### src/rtl/io_handshake_ctrl.sv
// Board-side handshake partner for the picoMIPS core: synchronises and debounces the
// push-button, snapshots the switches per press, and holds the last nonzero CPU output on LEDs.
module io_handshake_ctrl #(
  parameter int n   = 8,
  parameter int DBW = 20,
  parameter int CW  = 8
) (
  input  logic          clk,
  input  logic          reset,
  input  logic          key_n,
  input  logic [n-1:0]  sw_raw,
  input  logic [n-1:0]  outport,
  output logic [n-1:0]  SW,
  output logic          branch_status,
  output logic [n-1:0]  led,
  output logic          led_update,
  output logic [CW-1:0] press_count
);

  typedef enum logic {
    IDLE    = 1'b0,
    PRESSED = 1'b1
  } state_t;

  localparam logic [DBW-1:0] DEB_MAX  = {DBW{1'b1}};
  localparam logic [DBW-1:0] DEB_ZERO = {DBW{1'b0}};
  localparam logic [DBW-1:0] DEB_ONE  = {{(DBW-1){1'b0}}, 1'b1};
  localparam logic [CW-1:0]  CNT_ONE  = {{(CW-1){1'b0}}, 1'b1};
  localparam logic [n-1:0]   DATA_ZERO = {n{1'b0}};

  // Synchroniser stages; the key side idles high (released).
  logic         key_meta_r;
  logic         key_sync_r;
  logic [n-1:0] sw_meta_r;
  logic [n-1:0] sw_sync_r;

  // Debounce state; deb_level_r follows key polarity (1 = released).
  logic           deb_level_r;
  logic           deb_level_s;
  logic [DBW-1:0] deb_cnt_r;
  logic [DBW-1:0] deb_cnt_s;

  // Press FSM and its registered outputs.
  state_t        state_r;
  state_t        state_s;
  logic [n-1:0]  sw_snap_r;
  logic [n-1:0]  sw_snap_s;
  logic [CW-1:0] press_cnt_r;
  logic [CW-1:0] press_cnt_s;
  logic          branch_r;
  logic          branch_s;

  // LED capture.
  logic [n-1:0] led_r;
  logic [n-1:0] led_s;
  logic         led_upd_r;
  logic         led_upd_s;

  // Two-flop synchronisers on the asynchronous board pins.
  always_ff @(posedge clk or negedge reset) begin
    if (!reset) begin
      key_meta_r <= 1'b1;
      key_sync_r <= 1'b1;
      sw_meta_r  <= DATA_ZERO;
      sw_sync_r  <= DATA_ZERO;
    end else begin
      key_meta_r <= key_n;
      key_sync_r <= key_meta_r;
      sw_meta_r  <= sw_raw;
      sw_sync_r  <= sw_meta_r;
    end
  end

  // Debounce next-state: any return to the accepted level restarts the count.
  always_comb begin
    deb_level_s = deb_level_r;
    deb_cnt_s   = deb_cnt_r;
    if (key_sync_r == deb_level_r) begin
      deb_cnt_s = DEB_ZERO;
    end else if (deb_cnt_r == DEB_MAX) begin
      deb_level_s = ~deb_level_r;
      deb_cnt_s   = DEB_ZERO;
    end else begin
      deb_cnt_s = deb_cnt_r + DEB_ONE;
    end
  end

  // Debounce state register.
  always_ff @(posedge clk or negedge reset) begin
    if (!reset) begin
      deb_level_r <= 1'b1;
      deb_cnt_r   <= DEB_ZERO;
    end else begin
      deb_level_r <= deb_level_s;
      deb_cnt_r   <= deb_cnt_s;
    end
  end

  // FSM next-state and output decode; SW and the count move only on IDLE->PRESSED.
  always_comb begin
    state_s     = state_r;
    sw_snap_s   = sw_snap_r;
    press_cnt_s = press_cnt_r;
    case (state_r)
      IDLE: begin
        if (!deb_level_r) begin
          state_s     = PRESSED;
          sw_snap_s   = sw_sync_r;
          press_cnt_s = press_cnt_r + CNT_ONE;
        end else begin
          state_s = IDLE;
        end
      end
      PRESSED: begin
        if (deb_level_r) begin
          state_s = IDLE;
        end else begin
          state_s = PRESSED;
        end
      end
      default: begin
        state_s = IDLE;
      end
    endcase
    branch_s = (state_s == PRESSED);
  end

  // FSM state and its registered outputs.
  always_ff @(posedge clk or negedge reset) begin
    if (!reset) begin
      state_r     <= IDLE;
      sw_snap_r   <= DATA_ZERO;
      press_cnt_r <= {CW{1'b0}};
      branch_r    <= 1'b0;
    end else begin
      state_r     <= state_s;
      sw_snap_r   <= sw_snap_s;
      press_cnt_r <= press_cnt_s;
      branch_r    <= branch_s;
    end
  end

  // Capture rule: zero means "no output", repeats of the held value are not updates.
  always_comb begin
    led_s     = led_r;
    led_upd_s = 1'b0;
    if ((outport != DATA_ZERO) && (outport != led_r)) begin
      led_s     = outport;
      led_upd_s = 1'b1;
    end else begin
      led_s     = led_r;
      led_upd_s = 1'b0;
    end
  end

  // LED register and update strobe.
  always_ff @(posedge clk or negedge reset) begin
    if (!reset) begin
      led_r     <= DATA_ZERO;
      led_upd_r <= 1'b0;
    end else begin
      led_r     <= led_s;
      led_upd_r <= led_upd_s;
    end
  end

  assign SW            = sw_snap_r;
  assign branch_status = branch_r;
  assign press_count   = press_cnt_r;
  assign led           = led_r;
  assign led_update    = led_upd_r;

endmodule

### config.mk
export PLATFORM = sky130hd
export DESIGN_NAME = io_handshake_ctrl
export DESIGN_NICKNAME = d
export VERILOG_FILES = /design/src/rtl/io_handshake_ctrl.sv
export SDC_FILE = /design/constraint.sdc
export NUM_CORES = 1
export LEC_CHECK = 0
export CORE_ASPECT_RATIO = 2
export CORE_UTILIZATION = 45
export DETAILED_ROUTE_END_ITERATION = 10
export GPL_TIMING_DRIVEN = 0
export HOLD_SLACK_MARGIN = 0.03
export PLACE_DENSITY = 0.7
export SETUP_SLACK_MARGIN = 0.2
export SLEW_MARGIN = 15
export SYNTH_ARGS = -nofsm -noshare
export SYNTH_HDL_FRONTEND = slang
export SYNTH_SLANG_ARGS = --single-unit
### constraint.sdc
create_clock -name clk -period 2.2 [get_ports clk]
set_input_delay 0.33 -clock clk [delete_from_list [all_inputs] [get_ports clk]]
set_output_delay 0.33 -clock clk [all_outputs]
set_load 0.05 [all_outputs]
==> run_results.csv, run 1 <==
group,metric,value,unit
die,top_level_ports,45,
clocking,clock_path_buffers,2,
synth,yosys.area.top_type,"dfrtp_1",
synth,synth.distinct_cells,31,
critical_path,cp_max_fo,5,
timing,setup_tns,0,ps
clocking,h-tree-depth,3,
clocking,clock-sinks,65,
synth,synth.area.top_cells,"dfrtp_1 60%, xnor2_1 7.8%, mux2_2 7.0%, dfstp_2 3.1%, nor2_1 2.5%",
outcome,status,"completed",
critical_path,cp_slowest_cell,"clkdlybuf4s50_1",
critical_path,critical_path_class,"flip-flop to output pin",
routing,post-route-drc-count,0,
pwr,ir_worst_vdd,0.544,mV
synth,ys_seq_area_share,63.2,%
die,core,0.00547,mm2
clocking,clk_pin_slew,70,ps
clocking,cts_made_buffers,9,
timing,fin_ws,271,ps
timing,tightest_slew,533,ps
placed_design,hpwl,3280,um
timing,post-route-min-period,1930,ps
routing,vias_per_cell,5.26,
timing,setup_viol,0,
timing,slew_headroom,64.4,%
timing,hold_viol_final,0,
synth,postSynthAreaPerCell,12.8,um2
die,dieWidth,55.5,um
routing,m1WireLength,1830,um
die,initial_utilization,47.2,%
routing,dr_wl_met3,170,um
routing,dr.pass1.iters,4,
clocking,cts_tree,"yes",
final_layout,final_util,60.3,%
critical_path,path_buf_inv,1,
synth,ys_ff_latch,65,
routing,top_layer_used,"met4",
timing,fin_skew,4.37,ps
final_layout,final_area,0.00330,mm2
timing,rsz0062_at_grt,"false",
clocking,insertion_delay,330,ps
pwr,report.power.total,2.26,mW
pwr,p_leak,1.39,nW
timing,fmax,518,MHz
critical_path,crit_path_end_kind,"output pin",
routing,detail_route.wl_per_cell,14.5,um
timing,fin_crit_sh,87.7,%
synth,yosysWarnings,0,
routing,antenna_left,0,
routing,vias,1703,
grt,grt_max_degree,51,
grt,grt_pass1_vias,1734,
grt,grtUsageTotal,17.5,%
final_layout,nets,280,
routing,wl_met2,2620,um
placed_design,gp_congestion,0.756,
grt,overflow,0,
synth,synth.cell_area,0.00258,mm2
final_layout,final_cells,324,
synth,synth_top_area_share,60.2,%
die,num_rows,38,
placed_design,io_buffers,44,
critical_path,crit_family,"buffers and inverters",
final_layout,antenna_cells,0,
final_layout,area_growth_syn_to_layout,27.9,%
critical_path,worstPathCellList,"clkdlybuf4s50_1",
grt,grt_pass1_wl,7910,um
die,die_y,109,um
routing,drtIter0Drc,61,
critical_path,worstSetupStartpointType,"flip-flop",
routing,routed_wl,4680,um
placed_design,post-place-ws,85.9,ps
synth,syn-num-nets,223,
timing,slew_viol_final,0,
worst_hold_path,hp-class,"flip-flop to flip-flop",
timing,timing.hold.ws,348,ps
critical_path,required,1870,ps
grt,antenna_found_initial,0,
final_layout,layout-drive-gt1-share,16.7,%
pwr,power.density,686,mW/mm2
critical_path,max_stage_delay,840,ps
placed_design,placed_cells,307,
clocking,clock-root-buffer,"clkbuf_8",
placed_design,placed_cell_area,0.00312,mm2
clocking,post_cts_buffers,0,
die,fp.dieArea,0.00606,mm2
synth,synthCells,202,
critical_path,arrival,1600,ps
run,cap_violations,0,
-- routing by layer --
metal | vias up | GRT usage, %
met4 | 0 | 9.11
li1 | 816 | -
met3 | 6 | 5.34
met5 | - | 0
met1 | 849 | 19.2
met2 | 32 | 30.3
-- state kept, by name, indices dropped and copies added, names as in the netlist, 8 cells and up --
register	cells
deb_cnt_r	20
SW	8
led	8
press_count	8
sw_meta_r	8
sw_sync_r	8
-- cell usage in the layout, fill, tap and decap left out, types with 4 or more instances in the layout --
cell type,count
dfrtp_1,62
clkdlybuf4s50_1,43
xnor2_1,23
nor2_1,16
mux2_2,16
nand3_1,11
clkbuf_8,10
nand2_1,9
and3_1,6
a21oi_1,6
inv_1,6
xor2_1,5
nand4_1,4
nor3_1,4
clkbuf_1,4
-- power breakdown --
group          leakage (nW)  total, mW  switching (mW)  internal [mW]
combinational         0.478      0.157          0.0853         0.0713
clock                0.0834      0.862           0.425          0.437
sequential            0.824       1.24          0.0179           1.23
-- cell families after synthesis --
| group | Yosys count | synth area share, % |
|---|---|---|
| AND/OR/NAND/NOR | 67 | 14.1 |
| AO/OA/AOI/OAI | 16 | 3.98 |
| flip-flops | 65 | 63.2 |
| XOR/XNOR | 28 | 9.51 |
| buffers and inverters | 8 | 1.21 |
| multiplexers | 16 | 6.99 |
| adder cells (fa/ha/maj) | 2 | 0.970 |
-- final timing paths --
kind / from / to / slack, ps / cells past startpoint
max in group asynchronous: reset / key_sync_r / 1250 / 3
min reg2reg: sw_meta_r[1] / sw_sync_r[1] / 350 / 0
max reg2reg: deb_cnt_r[0] / deb_cnt_r[18] / 330 / 5
min in group asynchronous: reset / sw_meta_r[7] / 390 / 2
min: sw_meta_r[1] / sw_sync_r[1] / 350 / 0
max: press_count[3] / press_count[3] / 270 / 1
-- cell type report --
cell class | instances | area (um2)
Clock buffer | 13 | 149
Sequential cell | 65 | 1630
Multi-Input combinational cell | 129 | 920
Clock inverter | 3 | 17.5
Tap cell | 60 | 75.1
Inverter | 6 | 22.5
Fill cell | 445 | 2170
Buffer | 2 | 8.76
Timing Repair Buffer | 46 | 475
-- timing repair --
item	4_1_cts	5_1_grt
setup endpoints to repair	0	10
resized for setup	0	1
hold buffers	1	0
endpoints found under the hold margin	15	0
-- synthesized netlist by cell type --
cell type,n
buf_2,1
a31o_2,1
a22o_1,2
nor3_1,4
nor2_1,17
dfstp_2,3
clkbuf_1,1
or2_2,2
or4_1,3
or3_1,1
ha_1,2
or3_2,1
xor2_1,5
nand2_1,9
o21ai_2,1
xnor2_1,23
nand3_1,11
nor4_1,3
nand4_1,4
dfrtp_1,62
a21oi_1,6
and3_2,1
mux2_2,16
inv_1,6
o31ai_1,3
o21ai_0,3
and2_1,1
or2_4,1
and4_1,2
and3_1,6
nand4_4,1
Note: power is estimated with default switching activity, not from simulation.
==> run 2, diff against run 1 <==
--- a/config.mk
+++ b/config.mk
@@ -12,7 +12,7 @@
 export HOLD_SLACK_MARGIN = 0.03
 export PLACE_DENSITY = 0.7
 export SETUP_SLACK_MARGIN = 0.2
-export SLEW_MARGIN = 15
+export SLEW_MARGIN = 30
 export SYNTH_ARGS = -nofsm -noshare
 export SYNTH_HDL_FRONTEND = slang
 export SYNTH_SLANG_ARGS = --single-unit
==> results of run 2 <==
No change in the layout: final DEF, timing and power equal those of run 1.
==> run 3, diff against run 2 <==
--- a/config.mk
+++ b/config.mk
@@ -7,6 +7,7 @@
 export LEC_CHECK = 0
 export CORE_ASPECT_RATIO = 2
 export CORE_UTILIZATION = 45
+export CTS_BUF_LIST = sky130_fd_sc_hd__clkbuf_8
 export DETAILED_ROUTE_END_ITERATION = 10
 export GPL_TIMING_DRIVEN = 0
 export HOLD_SLACK_MARGIN = 0.03
==> run 3 against run 2 <==
  * Combinational power about the same
  * Sequential power about the same
  * Critical path depth unchanged
  * Via count decreased by 0.29%
  * First-iteration DRC count unchanged
  * Maximum frequency about the same
  * Clock skew increased by 1.4 ps
  * Flip-flop and latch count unchanged
  * Die area unchanged
  * Register-to-register slack about the same
  * Critical path type unchanged
  * Critical endpoint unchanged
  * Highest routed layer unchanged
==> run_results.csv, run 3 (synthesized netlist as in run 1, its figures left out) <==
group,metric,value,unit
outcome,status,"completed",
critical_path,cp_max_fo,5,
timing,tightest_slew,533,ps
final_layout,antenna_cells,0,
grt,antenna_found_initial,0,
final_layout,layout_common_cells,"62 x dfrtp_1, 43 x clkdlybuf4s50_1, 23 x xnor2_1",
final_layout,largest_reg_flops,20,
critical_path,worstSetupStartpointType,"flip-flop",
timing,post-route-min-period,1930,ps
placed_design,hpwl,3280,um
grt,overflow,0,
pwr,p_switching,0.528,mW
clocking,post_cts_buffers,0,
routing,routed_wl,4680,um
clocking,clk_pin_slew,70,ps
critical_path,crit_path_end_kind,"output pin",
die,dieWidth,55.5,um
die,top_level_ports,45,
timing,timing.hold.ws,349,ps
pwr,ir_worst_vdd,0.524,mV
final_layout,area_growth_syn_to_layout,27.9,%
die,fp.dieArea,0.00606,mm2
routing,post-route-drc-count,0,
pwr,internal_power,1.72,mW
die,core,0.00547,mm2
die,initial_utilization,47.2,%
final_layout,final_util,60.3,%
final_layout,top_register,"deb_cnt_r",
grt,grt_pass1_wl,7910,um
final_layout,layout-drive-gt1-share,16.7,%
critical_path,max_stage_delay,840,ps
critical_path,crit_family,"buffers and inverters",
clocking,cts_tree,"yes",
placed_design,gp_congestion,0.756,
timing,fin_skew,5.74,ps
final_layout,nets,280,
clocking,cts_made_buffers,9,
timing,slew_headroom,64.4,%
timing,fmax,518,MHz
grt,grtUsageTotal,17.5,%
routing,dr.pass1.iters,4,
routing,antenna_left,0,
die,die_y,109,um
timing,rsz0062_at_grt,"false",
run,cap_violations,0,
timing,setup_tns,0,ps
clocking,insertion_delay,330,ps
final_layout,nFillCells,445,
grt,grt_max_degree,51,
critical_path,critical_path_class,"flip-flop to output pin",
critical_path,path_buf_inv,1,
pwr,pwr-share-comb,7.0,%
pwr,power.density,682,mW/mm2
routing,detail_route.wl_per_cell,14.4,um
clocking,h-tree-depth,3,
timing,setup_viol,0,
worst_hold_path,hp-class,"flip-flop to flip-flop",
grt,grt_pass1_vias,1736,
final_layout,register_area,0.00163,mm2
die,num_rows,38,
pwr,clkPwrFrac,37.7,%
final_layout,layout_commonest_cell,"dfrtp_1",
critical_path,required,1870,ps
routing,vias,1698,
pwr,report.power.total,2.25,mW
timing,slew_viol_final,0,
clocking,clock-sinks,65,
critical_path,cp_slowest_cell,"clkdlybuf4s50_1",
final_layout,multi_input_area,920,um2
pwr,pwr-share-seq,55.3,%
critical_path,worstPathCellList,"clkdlybuf4s50_1",
pwr,swShare,23.5,%
critical_path,arrival,1600,ps
clocking,clock-root-buffer,"clkbuf_8",
routing,vias_per_cell,5.24,
clocking,clock_path_buffers,2,
timing,fin_crit_sh,87.7,%
timing,hold_viol_final,0,
routing,drtIter0Drc,61,
placed_design,io_buffers,44,
pwr,p_leak,1.40,nW
run 3: cell types whose count changed in the layout (fill, tap and decap cells not counted):
cell / before / now
inv_1: 6 / 9
clkbuf_1: 4 / 1
run 3: final timing paths:
| path | startpoint | slack (ps) | cells after the start | to |
|---|---|---|---|---|
| setup / recovery | press_count[3] | 270 | 1 | press_count[3] |
| hold / removal | sw_meta_r[1] | 350 | 0 | sw_sync_r[1] |
| setup reg to reg | deb_cnt_r[0] | 330 | 5 | deb_cnt_r[18] |
| hold reg to reg | sw_meta_r[1] | 350 | 0 | sw_sync_r[1] |
| max in group asynchronous | reset | 1250 | 3 | key_sync_r |
| min in group asynchronous | reset | 400 | 2 | press_count[1] |
run 3: power groups by stage:
stage	Sequential (mW)	Combinational, mW	Clock, mW
after floorplan	1.29	0.0362	0
after global placement	1.26	0.151	0
after detailed placement	1.27	0.158	0
after CTS	1.24	0.160	0.876
after global routing	1.25	0.171	0.928
final	1.24	0.157	0.848
run 3: metal layers:
metal | global-route usage (%) | up-vias | routed length, um | part of all wire [%]
met5 | 0 | - | 0 | 0
met2 | 30.3 | 35 | 2630 | 56
met1 | 19.2 | 845 | 1840 | 39
met4 | 9.11 | 0 | 37 | 0.79
met3 | 5.34 | 2 | 178 | 3.8
li1 | - | 816 | - | -
run 3: timing repair:
action,CTS,global route
setup endpoints to repair,0,10
endpoints found under the hold margin,15,0
hold buffers,1,0
gates resized for setup,0,1
run 3: area by class of cell:
| type | instances | share of cell area [%] |
|---|---|---|
| Multi-Input combinational cell | 129 | 27.9 |
| Tap cell | 60 | 2.28 |
| Clock inverter | 6 | 0.873 |
| Inverter | 6 | 0.683 |
| Timing Repair Buffer | 46 | 14.4 |
| Clock buffer | 10 | 4.17 |
| Sequential cell | 65 | 49.4 |
| Buffer | 2 | 0.266 |
run 3: through the flow:
| step | area (um2) | instances | worst slack, ps |
|---|---|---|---|
| finish | 3300 | 324 | 271 |
| global route | 3300 | 324 | 214 |
| CTS | 3300 | 324 | 252 |
| detailed placement | 3120 | 307 | 85.9 |
| global placement | 3090 | 306 | -1250 |
| floorplan | 2580 | 202 | 442 |
